**src/rtl/conv_pkg.sv**
```systemverilog
// Shared constants and state type for the 7x7 IFM / 3x3 kernel convolution window scheduler.
package conv_pkg;

    localparam int IFM_W     = 7;
    localparam int K         = 3;
    localparam int OUT_W     = IFM_W - K + 1;
    localparam int IFM_DEPTH = IFM_W * IFM_W;
    localparam int WGT_DEPTH = K * K;
    // Top-left index of the bottom-right window: (OUT_W-1) rows down plus (OUT_W-1) columns across.
    localparam int LAST_BASE = (OUT_W - 1) * (IFM_W + 1);

    typedef enum logic [1:0] {
        ST_IDLE    = 2'd0,
        ST_LOAD    = 2'd1,
        ST_COMPUTE = 2'd2,
        ST_DONE    = 2'd3
    } conv_state_t;

endpackage

```
**src/rtl/conv_window_scheduler_if.sv**
```systemverilog
// Load/window handshake bundle between the convolution scheduler and its buffers/MAC datapath.
interface conv_window_scheduler_if;

    logic       in_valid;
    logic       weight_valid;
    logic       ifm_we;
    logic [5:0] ifm_addr;
    logic       wgt_we;
    logic [3:0] wgt_addr;
    logic       win_valid;
    logic       win_ready;
    logic [5:0] win_base;
    logic       win_last;
    logic       busy;
    logic       done;
    logic       err;

    modport master (
        input  in_valid, weight_valid, win_ready,
        output ifm_we, ifm_addr, wgt_we, wgt_addr,
               win_valid, win_base, win_last, busy, done, err
    );

    modport slave (
        output in_valid, weight_valid, win_ready,
        input  ifm_we, ifm_addr, wgt_we, wgt_addr,
               win_valid, win_base, win_last, busy, done, err
    );

endinterface

```
**src/rtl/conv_win_addr_gen.sv**
```systemverilog
// Raster-order window base generator: column counter plus running top-left IFM index.
module conv_win_addr_gen
    import conv_pkg::*;
(
    input  logic       clk,
    input  logic       rst_n,
    input  logic       clear,
    input  logic       advance,
    output logic [5:0] base,
    output logic       last
);

    localparam logic [2:0] COL_TC   = 3'(OUT_W - 1);
    localparam logic [5:0] BASE_TC  = 6'(LAST_BASE);
    localparam logic [5:0] ROW_STEP = 6'(K);

    logic [2:0] col;

    assign last = (base == BASE_TC);

    always_ff @(posedge clk or negedge rst_n) begin
        if (!rst_n) begin
            col  <= '0;
            base <= '0;
        end else if (clear) begin
            col  <= '0;
            base <= '0;
        end else if (advance && !last) begin
            // Wrapping to the next row skips the K-1 columns no window can start in.
            if (col == COL_TC) begin
                col  <= '0;
                base <= base + ROW_STEP;
            end else begin
                col  <= col + 3'd1;
                base <= base + 6'd1;
            end
        end
    end

endmodule

```
**src/rtl/conv_window_scheduler.sv**
```systemverilog
// Buffer-load and window-issue controller for the convolution datapath.
// Build option: define CONV_STALL_CNT_EN to add the 16-bit stall_cnt output.
//
// state      | meaning
// IDLE       | waiting for the first IFM or weight beat (which is written immediately)
// LOAD       | filling IFM (49) and weight (9) buffers, streams counted independently
// COMPUTE    | issuing 25 window bases over valid/ready
// DONE       | one-cycle done pulse, load counters cleared
module conv_window_scheduler
    import conv_pkg::*;
(
    input  logic                     clk,
    input  logic                     rst_n,
    conv_window_scheduler_if.master  bus
`ifdef CONV_STALL_CNT_EN
    ,
    output logic [15:0]              stall_cnt
`endif
);

    localparam logic [5:0] IFM_TC = 6'(IFM_DEPTH);
    localparam logic [3:0] WGT_TC = 4'(WGT_DEPTH);

    conv_state_t state, state_nxt;

    logic [5:0] ifm_cnt;
    logic [3:0] wgt_cnt;
    logic       ifm_we, wgt_we, win_valid, busy, done, err;
    logic       hs, load_start, overflow, stray;
    logic [5:0] win_base;
    logic       base_last;

    assign hs = win_valid && bus.win_ready;

    always_ff @(posedge clk or negedge rst_n) begin
        if (!rst_n) state <= ST_IDLE;
        else        state <= state_nxt;
    end

    always_comb begin
        state_nxt = state;
        case (state)
            ST_IDLE:    if (bus.in_valid || bus.weight_valid) state_nxt = ST_LOAD;
            ST_LOAD:    if (ifm_cnt == IFM_TC && wgt_cnt == WGT_TC) state_nxt = ST_COMPUTE;
            ST_COMPUTE: if (hs && base_last) state_nxt = ST_DONE;
            ST_DONE:    state_nxt = ST_IDLE;
            default:    state_nxt = ST_IDLE;
        endcase
    end

    always_comb begin
        ifm_we    = 1'b0;
        wgt_we    = 1'b0;
        win_valid = 1'b0;
        busy      = 1'b0;
        done      = 1'b0;
        case (state)
            ST_IDLE: begin
                ifm_we = bus.in_valid;
                wgt_we = bus.weight_valid;
            end
            ST_LOAD: begin
                ifm_we = bus.in_valid && (ifm_cnt != IFM_TC);
                wgt_we = bus.weight_valid && (wgt_cnt != WGT_TC);
                busy   = 1'b1;
            end
            ST_COMPUTE: begin
                win_valid = 1'b1;
                busy      = 1'b1;
            end
            ST_DONE: done = 1'b1;
            default: ;
        endcase
    end

    always_ff @(posedge clk or negedge rst_n) begin
        if (!rst_n) begin
            ifm_cnt <= '0;
            wgt_cnt <= '0;
        end else if (state == ST_DONE) begin
            ifm_cnt <= '0;
            wgt_cnt <= '0;
        end else begin
            if (ifm_we) ifm_cnt <= ifm_cnt + 6'd1;
            if (wgt_we) wgt_cnt <= wgt_cnt + 4'd1;
        end
    end

    assign load_start = (state == ST_IDLE) && (bus.in_valid || bus.weight_valid);
    assign overflow   = (state == ST_LOAD) &&
                        ((bus.in_valid && ifm_cnt == IFM_TC) ||
                         (bus.weight_valid && wgt_cnt == WGT_TC));
    assign stray      = ((state == ST_COMPUTE) || (state == ST_DONE)) &&
                        (bus.in_valid || bus.weight_valid);

    // err survives DONE/IDLE so software can see it; only a fresh load clears it.
    always_ff @(posedge clk or negedge rst_n) begin
        if (!rst_n)                 err <= 1'b0;
        else if (load_start)        err <= 1'b0;
        else if (overflow || stray) err <= 1'b1;
    end

    conv_win_addr_gen u_addr_gen (
        .clk     (clk),
        .rst_n   (rst_n),
        .clear   (state != ST_COMPUTE),
        .advance (hs),
        .base    (win_base),
        .last    (base_last)
    );

`ifdef CONV_STALL_CNT_EN
    always_ff @(posedge clk or negedge rst_n) begin
        if (!rst_n)
            stall_cnt <= '0;
        else if (state == ST_LOAD && state_nxt == ST_COMPUTE)
            stall_cnt <= '0;
        else if (win_valid && !bus.win_ready && stall_cnt != 16'hFFFF)
            stall_cnt <= stall_cnt + 16'd1;
    end
`endif

    assign bus.ifm_we    = ifm_we;
    assign bus.ifm_addr  = ifm_cnt;
    assign bus.wgt_we    = wgt_we;
    assign bus.wgt_addr  = wgt_cnt;
    assign bus.win_valid = win_valid;
    assign bus.win_base  = win_base;
    assign bus.win_last  = win_valid && base_last;
    assign bus.busy      = busy;
    assign bus.done      = done;
    assign bus.err       = err;

endmodule
```
**src/flat_wrapper.sv**
```systemverilog
// flat-port wrapper written by rule: the top's interface ports become plain ports
module conv_window_scheduler_flat import conv_pkg::*;
  (clk, rst_n, bus_in_valid, bus_weight_valid, bus_win_ready, bus_ifm_we, bus_ifm_addr, bus_wgt_we, bus_wgt_addr, bus_win_valid, bus_win_base, bus_win_last, bus_busy, bus_done, bus_err);
  conv_window_scheduler_if bus_i ();
  input  logic clk;
  input  logic rst_n;
  input wire logic [$bits(bus_i.in_valid)-1:0] bus_in_valid;
  input wire logic [$bits(bus_i.weight_valid)-1:0] bus_weight_valid;
  input wire logic [$bits(bus_i.win_ready)-1:0] bus_win_ready;
  output wire logic [$bits(bus_i.ifm_we)-1:0] bus_ifm_we;
  output wire logic [$bits(bus_i.ifm_addr)-1:0] bus_ifm_addr;
  output wire logic [$bits(bus_i.wgt_we)-1:0] bus_wgt_we;
  output wire logic [$bits(bus_i.wgt_addr)-1:0] bus_wgt_addr;
  output wire logic [$bits(bus_i.win_valid)-1:0] bus_win_valid;
  output wire logic [$bits(bus_i.win_base)-1:0] bus_win_base;
  output wire logic [$bits(bus_i.win_last)-1:0] bus_win_last;
  output wire logic [$bits(bus_i.busy)-1:0] bus_busy;
  output wire logic [$bits(bus_i.done)-1:0] bus_done;
  output wire logic [$bits(bus_i.err)-1:0] bus_err;
  assign bus_i.in_valid = bus_in_valid;
  assign bus_i.weight_valid = bus_weight_valid;
  assign bus_i.win_ready = bus_win_ready;
  assign bus_ifm_we = bus_i.ifm_we;
  assign bus_ifm_addr = bus_i.ifm_addr;
  assign bus_wgt_we = bus_i.wgt_we;
  assign bus_wgt_addr = bus_i.wgt_addr;
  assign bus_win_valid = bus_i.win_valid;
  assign bus_win_base = bus_i.win_base;
  assign bus_win_last = bus_i.win_last;
  assign bus_busy = bus_i.busy;
  assign bus_done = bus_i.done;
  assign bus_err = bus_i.err;
  conv_window_scheduler u_core (.clk(clk), .rst_n(rst_n), .bus(bus_i));
endmodule
```
**config.mk**
```make
export PLATFORM = sky130hd
export DESIGN_NAME = conv_window_scheduler_flat
export DESIGN_NICKNAME = d
export VERILOG_FILES = /design/src/rtl/conv_pkg.sv /design/src/rtl/conv_window_scheduler_if.sv /design/src/rtl/conv_win_addr_gen.sv /design/src/rtl/conv_window_scheduler.sv /design/src/flat_wrapper.sv
export SDC_FILE = /design/constraint.sdc
export NUM_CORES = 1
export LEC_CHECK = 0
export CAP_MARGIN = 20
export CORE_MARGIN = 2
export CORE_UTILIZATION = 48
export CTS_BUF_LIST = sky130_fd_sc_hd__clkbuf_4
export DETAILED_ROUTE_END_ITERATION = 16
export GPL_ROUTABILITY_DRIVEN = 0
export GPL_TIMING_DRIVEN = 0
export MAX_ROUTING_LAYER = met4
export PLACE_DENSITY = 0.77
export REMOVE_ABC_BUFFERS = 1
export SLEW_MARGIN = 20
export SYNTH_ARGS = -nofsm -noshare
export SYNTH_HDL_FRONTEND = slang
export SYNTH_SLANG_ARGS = --single-unit
```
**constraint.sdc**
```tcl
create_clock -name clk -period 1.9 [get_ports clk]
set_clock_uncertainty 0.1 [all_clocks]
set_input_delay 0.285 -clock clk [delete_from_list [all_inputs] [get_ports clk]]
set_output_delay 0.285 -clock clk [all_outputs]
set_load 0.005 [all_outputs]
```
# After elaboration in Yosys (flattened, before gate mapping)
# Index checks and enable logic that the tools add are counted.
[totals]
ff_bits = 22
input_bits = 5
wordCells = 69
[op_classes]
addsub = 5
eq_ne = 13
mux = 21
n_reduce_logical = 24
[op_table]
columns = ["cell", "count"]
rows = [
  ["6-bit two-way mux", 5],
  ["6-bit by 1-bit adder with 6-bit output (second input constant)", 2],
  ["6-bit == test (second input constant)", 2],
  ["1-bit logical AND", 12],
  ["3-bit two-way mux", 3],
  ["4-bit two-way mux", 2],
  ["2-bit one-hot mux with 4 select lines", 1],
  ["2-bit nonzero test", 4],
  ["6-bit by 2-bit adder with 6-bit output (second input constant)", 1],
  ["2-bit two-way mux", 3],
  ["6-bit != test (second input constant)", 1],
  ["1-bit two-way mux", 5],
  ["4-bit by 1-bit adder with 4-bit output (second input constant)", 1],
  ["2-bit == test (second input constant)", 2],
  ["4-bit == test (second input constant)", 1],
  ["1-bit logical OR", 4],
  ["2-bit by 1-bit != test with 1-bit output (second input constant)", 2],
  ["2-bit != test (second input constant)", 2],
  ["4-bit != test (second input constant)", 1],
  ["1-bit one-hot mux with 2 select lines", 2],
  ["3-bit by 1-bit adder with 3-bit output (second input constant)", 1],
  ["3-bit == test (second input constant)", 1],
  ["3-bit AND reduction", 1],
  ["2-bit by 1-bit == test with 1-bit output (second input constant)", 1],
  ["other kinds (3)", 3],
]

# Logic depth before layout (Yosys ltp)
[logic_depth]
word_depth = 7
depth_mapped = 8
ltp_nobuf = 8

# Modules after synthesis
# From an unflattened synthesis, not the netlist that was laid out.
[hier_totals]
hier_cells = 161
hier_area_um2 = 1505.2
[by_module_without_submodules]
columns = ["mod", "instances", "cells_each", "area_each_um2", "seq_area_each_um2"]
rows = [
  ["conv_window_scheduler", 1, 103, 960.9, 325.3],
  ["conv_win_addr_gen", 1, 58, 544.3, 225.2],
]

# Worst setup path after synthesis
# OpenSTA, ideal clock, no wires.
[synth_timing]
path_kind = "register -> register"
start = "reg u_core.ifm_cnt[3] (netlist: u_core.bus.ifm_addr[3])"
end = "reg u_core.ifm_cnt[0] (netlist: u_core.bus.ifm_addr[0])"
setup_ns = 0.125
arrival_time_ns = 1.754
setup_slack_ns = -0.079
path_stages_with_launch = 6
n_path_buf = 1
cell_sequence = "dfrtp_1 -> buf_2 -> or3b_4 -> o311ai_4 -> and2_4 -> mux2_4"
[synth_via]
elab_chain_cells = 4
[synth_lines]
columns = ["element", "line_no", "rtl"]
rows = [
  ["from (decl)", "conv_window_scheduler.sv:26", "logic [5:0] ifm_cnt;"],
  ["from (signal assigned)", "conv_window_scheduler.sv:84", "if (ifm_we) ifm_cnt <= ifm_cnt + 6'd1;"],
  ["6-bit != test", "conv_window_scheduler.sv:63", "ifm_we = bus.in_valid && (ifm_cnt != IFM_TC);"],
  ["1-bit logical AND", "conv_window_scheduler.sv:63", ""],
  ["1-bit one-hot mux with 2 select lines", "conv_window_scheduler.sv:57", "case (state)"],
  ["2-bit nonzero test (no source line)", "-", ""],
]
# Every way passes these cells.
# A chain may end at the register's enable or synchronous reset.

# Worst setup path after layout
[layout_timing]
start = "reg u_core.state[1]"
end = "out bus_wgt_we"
[layout_via]
elab_chain_cells = 2
[layout_lines]
columns = ["element", "line_no", "rtl"]
rows = [
  ["from (decl)", "conv_window_scheduler.sv:24", "conv_state_t state, state_nxt;"],
  ["from (signal assigned)", "conv_window_scheduler.sv:37", "else state <= state_nxt;"],
  ["2-bit by 1-bit == test with 1-bit output or 2-bit logical NOT (tied branches)", "conv_window_scheduler.sv:57", ""],
  ["1-bit one-hot mux with 2 select lines *", "conv_window_scheduler.sv:57", ""],
  ["to (decl)", "flat_wrapper.sv:12", "output wire logic [$bits(bus_i.wgt_we)-1:0] bus_wgt_we;"],
]
# Every way passes the cells marked *; elsewhere a longest branch is shown, timed or not.

==> run summary <==
The xor-xnor portion of the synthesized cell area is 2.40%. The filler cells instantiated in the layout total 166. Of the total synthesized cell area, the portion taken by AND, OR, NAND and NOR gates is 22.8%. STA classifies the critical path startpoint as a register. The switching component of the power came out at 1.42 mW. The internal portion of the total power is 2.10 mW. The buffer levels on the longest clock path came out at 2.

The number of synthesized register bits came out at 22. The ratio of routed vias to standard cells came out at 5.86. The via count of the first global-routing pass came out at 1427. The maximum clock frequency came out at 0.495 GHz. During synthesis, Yosys emitted a total of 0 warnings.

The total core area is 0.00283 mm^2. The via count came out at 1425. The synthesized area is 0.00146 mm^2. The average cell area after synthesis is 9.53 um^2. The worst-path maximum fanout is 4. The number of placement rows is 19.

The multiplexer share of the synthesized area came out at 6.78%. The clock network accounts for 10.6% of the total power. After detailed routing, the average wire length per cell comes to 16.7 um. The remaining number of nets flagged by the antenna check after routing came out at 0.

The net count of the finished layout is 230. Adding up every negative setup slack in the final design gives -0.295 ns. The final layout contains routed wiring with a total length of 4060 um.

The total track usage came out at 24.0%. The worst min-delay path category is primary input to asynchronous set/reset pin. In the synthesized netlist the async set-or-reset flop fraction comes to 100%. The count of unique library cells instantiated by Yosys is 47.

In the final layout, the share of cells above drive strength 1 is 41.0%. For this run, design rule violations remaining after detail routing come to 0. The number of antenna diodes in the final layout is 0. Synthesis handed over a netlist of 153 instances. The number of max-slew violations in the final report came out at 0.

Across the VDD grid, the largest voltage drop is 0.973 mV. The flow ran to the end, but the final reports show violations. The clock transition time at the flip-flop clock pins of the worst setup and hold paths came out at 0.14 ns. The later pin in the worst-skew pair is clocked with a latency of 0.32 ns.

The pin count of the biggest net entering global routing is 23. The final hold slack is 0.343 ns. The final critical-path setup slack came out at -0.121 ns. The number of placed cells counting well taps came out at 207. In this run the horizontal extent of the chip is 59.1 um. Detailed placement finished with a half-perimeter wire length of 2160 um. The adder and majority cell fraction of the synthesized area is 10.8%. Of the total power, combinational logic draws 66.4%. The final total power came out at 3.52 mW. The number of antenna violations at the first check in global routing is 0. The power per standard cell area is 1560 mW/mm^2. The critical setup path kind is register to output pin. From synthesis to final layout, the design area changed by 54.4%.

The cell at the root of the clock tree is clkbuf_4. The sequential share of the synthesized area is 37.8%. Summing the areas of all compound-gate instances in the mapped netlist gives 15.6% of the synthesized area. The final instance count without filler cells came out at 243. After layout, the minimum clock period comes to 2.02 ns. The total of buffers placed on input and output ports came out at 27. The worst setup path is captured at an output pin. The iteration count of the initial detailed-routing pass is 4. TritonCTS built the clock tree. Of the total power, the share spent switching nets is 40.4%. The fraction of power consumed by sequential logic is 22.9%. The final design utilization came out at 79.6%.

The slew of the pin with the lowest slew margin is 0.511 ns. After synthesis, the largest family of logic cells by area is simple AND/OR/NAND/NOR gates. The DRC violation total after the first TritonRoute iteration came out at 77. Clock tree synthesis inserted a total of 3 buffers. The first global-routing pass estimated 6260 um of wire. The number of enable flip-flop cells after synthesis is 0. The part of the cycle the worst path needs came out at 106%. From bottom edge to top edge, the die measures 59.1 um.

In this run the number of H-tree levels came out at 1. At the worst endpoint, the required time is 1.51 ns. The total congestion overflow came out at 0. The starting utilization of the core area is 51.5%.

The die footprint is 0.00349 mm^2. The hold violation count in the final report came to 0. The relative slew slack came out at 65.9%.

The worst path arrival time is 1.64 ns. The final reports fail on setup timing. The leakage component of the power came out at 0.988 nW. The total of endpoints with negative setup slack in the final report came out at 7. Setup repair after global routing could not meet its margin everywhere. In the synthesized netlist the dominant register cell turns out to be dfrtp_1. The CTS sink count is 22. Pin placement for this block handled 28 I/O pins.

Across the run, the number of max-cap violations was 0.
## routing by layer
metal | global-route usage [%] | share of wire, % | vias to the layer above
met1 | 28.9 | 44 | 700
met2 | 39.0 | 51 | 50
li1 | - | - | 669
met4 | 10.1 | 1.3 | 0
met5 | - | 0 | -
met3 | 5.02 | 4.4 | 6
## power groups by stage
stage               clock (mW)  sequential (mW)  combinational, mW
floorplan                    0            0.808              0.934
global placement             0            0.828               1.43
detailed placement           0            0.840               1.47
CTS                      0.377            0.781               1.99
global route             0.393            0.828               2.52
finish                   0.374            0.807               2.34
## sequential cells by signal (all words and copies together) (netlist names)
name                    count
u_core.u_addr_gen.col       3
u_core.state                2
u_core.bus.ifm_addr         6
u_core.bus.wgt_addr         4
u_core.u_addr_gen.base      6
u_core.bus.err              1
## path summary, 6_finish.rpt
| path | start | to | slack (ns) | depth (start not counted) |
|---|---|---|---|---|
| setup reg to reg | u_core.state[0] | u_core.bus.ifm_addr[0] | -0.05 | 8 |
| min in group clk | u_core.bus.err | u_core.bus.err | 0.45 | 2 |
| setup / recovery | u_core.state[1] | bus_wgt_we | -0.12 | 5 |
| max in group asynchronous | rst_n | u_core.bus.ifm_addr[2] | 0.98 | 2 |
| hold reg to reg | u_core.bus.err | u_core.bus.err | 0.45 | 2 |
| hold / removal | rst_n | u_core.bus.err | 0.34 | 2 |
## placed cells by master, fill, tap and decap left out, types with 5 or more instances in the layout
master and n:
buf_4 23, nor2_1 19, buf_6 8, ha_1 6, nand2_1 10, clkdlybuf4s50_1 20, nand3_1 7, dfrtp_1 14
dfrtp_2 8, o21ai_0 6, mux2i_1 5, inv_1 6
## cell usage after synthesis, types with 2 or more instances
cell      count  area share, %
a21oi_1       5            1.7
nand3b_1      2            1.0
nand2b_1      2           0.86
clkbuf_1      2           0.52
nor3_1        3            1.0
o21ai_0       7            2.4
a211o_2       3            2.1
buf_2         2           0.69
a22oi_1       2            1.0
dfrtp_1      22             38
inv_1         9            2.3
or3_1         2           0.86
mux2_2        3            2.3
nand2_1      10            2.6
nand3_1       9            3.1
mux2i_1       5            3.4
nor2_1       20            5.2
ha_1         11            9.4
xor2_1        3            1.8
nor4_1        2           0.86
o31ai_1       3            1.5
## worst max-delay path, stage by stage, from the launching register on
cell and delay, ns:
dfrtp_2 0.43, inv_4 0.06, ha_2 0.20, o21ai_1 0.39, nor2_2 0.11, clkbuf_2 0.13
## per-stage QoR
stage                     worst slack, ns  cell area [um^2]
after global placement             -0.381              1750
after global routing               -0.178              2250
after detailed placement           -0.402              1750
after CTS                          -0.140              2080
after floorplan                   -0.0952              1440
final                              -0.121              2250
## kinds of logic after synthesis
logic type                 count (synthesis)
xor gates and xnor gates                   4
buffers and inverters                     14
and+or+nand+nor                           63
muxes                                      9
DFF                                       22
AOI/OAI and AO/OA                         29
adders and majority gates                 12
## final cells by class
class / instances / area [um^2] / share of cell area [%]
Multi-Input combinational cell: 117 / 1030 / 45.9
Clock inverter: 1 / 30.0 / 1.33
Timing Repair Buffer: 59 / 519 / 23.1
Inverter: 10 / 47.5 / 2.11
Tap cell: 31 / 38.8 / 1.72
Sequential cell: 22 / 561 / 24.9
Clock buffer: 3 / 22.5 / 1.00
## repair_timing
item                                    in CTS  in global routing
endpoints found under the setup margin      18                 17
pin swaps                                   10                  4
resized for setup                           41                 31
hold buffers                                 0                  1
cloned                                       0                  0
setup buffers                               25                  6
endpoints found under the hold margin        0                 22
No activity file was read; power rests on OpenSTA's default activity.
